`config.mk`:
```
export PLATFORM = sky130hd
export DESIGN_NAME = reg_write_arbiter
export DESIGN_NICKNAME = d
export VERILOG_FILES = /design/src/rtl/reg_write_arbiter.sv
export SDC_FILE = /design/constraint.sdc
export NUM_CORES = 1
export LEC_CHECK = 0
export CAP_MARGIN = 20
export CORE_MARGIN = 3
export CORE_UTILIZATION = 40
export CTS_CLUSTER_SIZE = 40
export DETAILED_ROUTE_END_ITERATION = 8
export HOLD_SLACK_MARGIN = 0.06
export PLACE_DENSITY = 0.8
export SLEW_MARGIN = 20
export SYNTH_ARGS = -nofsm -noshare
export SYNTH_HDL_FRONTEND = slang
export SYNTH_SLANG_ARGS = --single-unit
```
`constraint.sdc`:
```
create_clock -name clk -period 1.8 [get_ports clk]
set_input_delay 0.36 -clock clk [delete_from_list [all_inputs] [get_ports clk]]
set_output_delay 0.36 -clock clk [all_outputs]
set_load 0.05 [all_outputs]
```
`src/rtl/reg_write_arbiter.sv`:
```
// Purpose: arbitrates two register-file write requesters onto one registered write port (round-robin or fixed priority).
// Latency: one cycle from the accepting edge to the write_enable_3/sel_3/val_3 presentation.
// Backpressure: reqN_ready is combinational, granted to at most one valid requester per cycle, and held low during reset.
module reg_write_arbiter #(
    parameter int FAIR = 1
) (
    input  logic        clk,
    input  logic        rst_n,
    input  logic        req0_valid,
    input  logic [4:0]  req0_sel,
    input  logic [31:0] req0_val,
    output logic        req0_ready,
    input  logic        req1_valid,
    input  logic [4:0]  req1_sel,
    input  logic [31:0] req1_val,
    output logic        req1_ready,
    output logic        write_enable_3,
    output logic [4:0]  sel_3,
    output logic [31:0] val_3,
    output logic        grant_id,
    output logic [7:0]  conflict_cnt
);

    logic        we_q,    we_d;
    logic [4:0]  sel_q,   sel_d;
    logic [31:0] val_q,   val_d;
    logic        gid_q,   gid_d;
    logic [7:0]  cnt_q,   cnt_d;
    logic        last_q,  last_d;

    logic        both_vld;
    logic        gnt0;
    logic        gnt1;
    logic        xfer;
    logic [4:0]  win_sel;
    logic [31:0] win_val;

    assign both_vld = req0_valid & req1_valid;

    // Ready is gated by rst_n directly so a request pending in reset is never consumed.
    always_comb begin
        gnt0 = 1'b0;
        gnt1 = 1'b0;
        if (rst_n) begin
            if (both_vld) begin
                if ((FAIR != 0) && !last_q) begin
                    gnt1 = 1'b1;
                end else begin
                    gnt0 = 1'b1;
                end
            end else if (req0_valid) begin
                gnt0 = 1'b1;
            end else if (req1_valid) begin
                gnt1 = 1'b1;
            end
        end
    end

    assign xfer    = gnt0 | gnt1;
    assign win_sel = gnt1 ? req1_sel : req0_sel;
    assign win_val = gnt1 ? req1_val : req0_val;

    // Write port state only loads from the granted requester, so idle requester data never leaks out.
    always_comb begin
        we_d   = 1'b0;
        sel_d  = sel_q;
        val_d  = val_q;
        gid_d  = gid_q;
        last_d = last_q;
        cnt_d  = cnt_q;
        if (xfer) begin
            we_d   = (win_sel != 5'd0);
            sel_d  = win_sel;
            val_d  = win_val;
            gid_d  = gnt1;
            last_d = gnt1;
        end
        if (both_vld && (cnt_q != 8'hFF)) begin
            cnt_d = cnt_q + 8'd1;
        end
    end

    // last_q resets to requester 1 so requester 0 wins the first tie.
    always_ff @(posedge clk or negedge rst_n) begin
        if (!rst_n) begin
            we_q   <= 1'b0;
            sel_q  <= 5'd0;
            val_q  <= 32'd0;
            gid_q  <= 1'b0;
            cnt_q  <= 8'd0;
            last_q <= 1'b1;
        end else begin
            we_q   <= we_d;
            sel_q  <= sel_d;
            val_q  <= val_d;
            gid_q  <= gid_d;
            cnt_q  <= cnt_d;
            last_q <= last_d;
        end
    end

    assign req0_ready     = gnt0;
    assign req1_ready     = gnt1;
    assign write_enable_3 = we_q;
    assign sel_3          = sel_q;
    assign val_3          = val_q;
    assign grant_id       = gid_q;
    assign conflict_cnt   = cnt_q;

endmodule

```
==> run summary <==
Netlist cell types: 32
Yosys warns: 0
GR Util All Layers: 22.51%
Setup Buffers After CTS: 0
Area delta synth->final: 59.24%
Clock network power share: 17.2%
Async SR Flop Fraction: 100.0%
# DRC: 0
Post-synth EDFFs: 0
Post-route insts no fill: 473
Ports: 127
Int Pwr: 2228 uW
Drt total wl: 8.111 mm
Worst Path Required: 1.44 ns
Worst-Margin Slew: 0.4387 ns
Number of max-cap violations: 0
Netlist Area Pre-Place: 2520 sq um
Placed Cells incl. Taps: 464
Setup violators final: 0
Fin. Hold Viols: 0
CP Capture Type: primary output
Power Total: 3853 uW
Core Area: 6026 sq um
Via count: 2703
Crit-path cells: clkdlybuf4s50_1 > buf_4 > a21oi_2 > buf_12
Placer Congestion: 0.7954
Worst-path clk slew: 0.09 ns
Critical path class: input pin to primary output
Routed len/inst: 17.15 microns
Share of layout cells above drive strength 1: 23.37%
Die Span Y: 85.37 microns
Slowest stage delay, CP: 0.49 ns
Syn nets: 350
Mapped Cells: 271
Clk sinks: 48
Max Clock Freq: 567.1 MHz
Largest net degree at the start of global routing: 41
Iteration-0 DRC count of the detailed router: 158
Critical path startpoint category: input pin
Vias in the first global route: 2665
Final min period: 1.763 ns
Num CTS Buffers: 5
Die X-Extent: 85.37 microns
Mean Syn Cell Area: 9.299 sq um
Worst Hold Class: input pin to asynchronous set/reset pin
Relative slew margins: 70.75%
Slew Limit Fails: 0
Initial core utilization: 41.82%
Max Clock Skew: 0.002537 ns
Status: complete, no violations
Worst Path Max Fanout: 4
Primary FF master, synth: dfrtp_1
Slowest stage cell, crit path: clkdlybuf4s50_1
Final Cycle Share: 97.97%
Skew-Pair Late Insertion Delay: 0.29 ns
Fin nets: 476
CTS tree: yes
CTS root buf: clkbuf_8
Ant diodes: 0
GR Overflow Total: 0
Fin util: 66.59%
Port buffer count: 126
Post-route ant nets: 0
Arrival time at the worst endpoint: 1.40 ns
FP Rows: 28
H-Tree Depth: 2
Sw frac: 42.16%
Combinational share of power: 45.6%
Detailed placer's ending HPWL: 5.843 mm
Vias per cell: 5.715
Initial antenna violation count: 0
Flop pwr share: 37.3%
#FFs+latches synth: 48
Drt pass-1 iters: 4
Sw power: 1624 uW
Power Dens Cells: 960.2 nW/um^2
Maximum vdd drop: 0.5128 mV
P_leak: 0.001580 uW
Die area: 7288 sq um
Post-Route Setup TNS: 0 ns
RSZ-0062 raised after global routing: false
First-pass GRT wire length: 13.32 mm
Bufs on Longest Clock Path: 2
Post-synthesis sequential area ratio: 47.72%
## power groups by stage
stage               Sequential [uW]  Combinational (uW)  Clock, uW
floorplan                      2100                 404          0
global placement               1450                1730          0
detailed placement             1450                1760          0
CTS                            1440                1770        674
global route                   1470                1860        708
finish                         1440                1760        661
## critical path: cells and delay by family
family                 cells  cell delay [ns]
AO/OA/AOI/OAI              1             0.20
buffers and inverters      3             0.83
## cells in the mapped netlist, types with 4 or more instances
| cell | instances | area [sq um] |
|---|---|---|
| o2111ai_1 | 37 | 324.1 |
| buf_2 | 7 | 35.03 |
| o21ai_0 | 38 | 190.2 |
| nand2_1 | 4 | 15.01 |
| a31oi_1 | 37 | 231.5 |
| clkbuf_1 | 19 | 71.32 |
| dfrtp_1 | 47 | 1176 |
| nand3_1 | 4 | 20.02 |
| buf_1 | 4 | 15.01 |
| nor2_1 | 38 | 142.6 |
## registers in the layout, indices dropped and copies added, names as in the netlist
signal / cells
last_q: 1
sel_3: 5
write_enable_3: 1
grant_id: 1
val_3: 32
conflict_cnt: 8
## worst paths after layout
| path | from | end | slack [ns] | cells past startpoint |
|---|---|---|---|---|
| max | req1_valid | req0_ready | 0.04 | 4 |
| min in group clk | conflict_cnt[0] | conflict_cnt[0] | 0.50 | 1 |
| min reg2reg | conflict_cnt[0] | conflict_cnt[0] | 0.50 | 1 |
| min | rst_n | conflict_cnt[4] | 0.20 | 3 |
| max in group asynchronous | rst_n | last_q | 1.32 | 3 |
| max reg2reg | conflict_cnt[0] | conflict_cnt[1] | 0.31 | 4 |
## repair_timing
item | 4_1_cts | 5_1_grt
setup endpoints to repair | 1 | 1
hold buffers | 1 | 0
endpoints found under the hold margin | 27 | 0
gates resized for setup | 2 | 2
## area by class of cell
| type | instances | area, sq um |
|---|---|---|
| clock buffers | 8 | 90.09 |
| fillers | 509 | 2013 |
| inverters | 3 | 11.26 |
| multi-input cells | 187 | 1162 |
| flip-flops and latches | 48 | 1205 |
| well taps | 75 | 93.84 |
| repair buffers | 152 | 1450 |
## layout by cell type (no fill, tap or decap), types with 2 or more instances in the layout
cell,instances
nand3_1,4
nand4_1,3
a31oi_1,37
buf_4,66
inv_1,2
o211ai_1,3
clkdlybuf4s50_1,75
nor2_1,37
xnor2_1,3
o21ai_0,38
buf_12,9
dfrtp_2,2
mux2_2,3
dfrtp_1,45
clkbuf_8,6
and3_1,2
clkbuf_1,2
or4_1,2
nand2_1,3
o22ai_1,2
o2111ai_1,37
nor3_1,2
## layer usage
metal	global-route usage (%)	up-vias	wire, microns
met2	37.92	117	4084
met4	5.755	0	87
met3	4.563	8	623
met1	29.62	1277	3316
li1	-	1301	-
met5	0	-	0
## cell families (layout without fill, tap and decap cells)
family                   Yosys count  after routing  share of synthesized area (%)
flip-flops                        48             48                          47.72
buffers and inverters             36            163                          6.703
multiplexers                       3              3                          1.341
adder cells (fa/ha/maj)            1              1                         0.4964
XOR/XNOR                           3              3                          1.043
AND/OR/NAND/NOR                   57             57                          9.881
AO/OA/AOI/OAI                    123            123                          32.82
## stage by stage
step / worst slack (ns) / area [sq um] / hold slack [ns]
global placement: -0.1624 / 3889 / 0.3532
detailed placement: -0.1799 / 3889 / 0.3536
global route: 0.01008 / 4013 / 0.2089
floorplan: 0.03849 / 2529 / 0.06441
CTS: 0.007475 / 4006 / 0.1949
finish: 0.03663 / 4013 / 0.1982
Note: power is estimated with default switching activity, not from simulation.
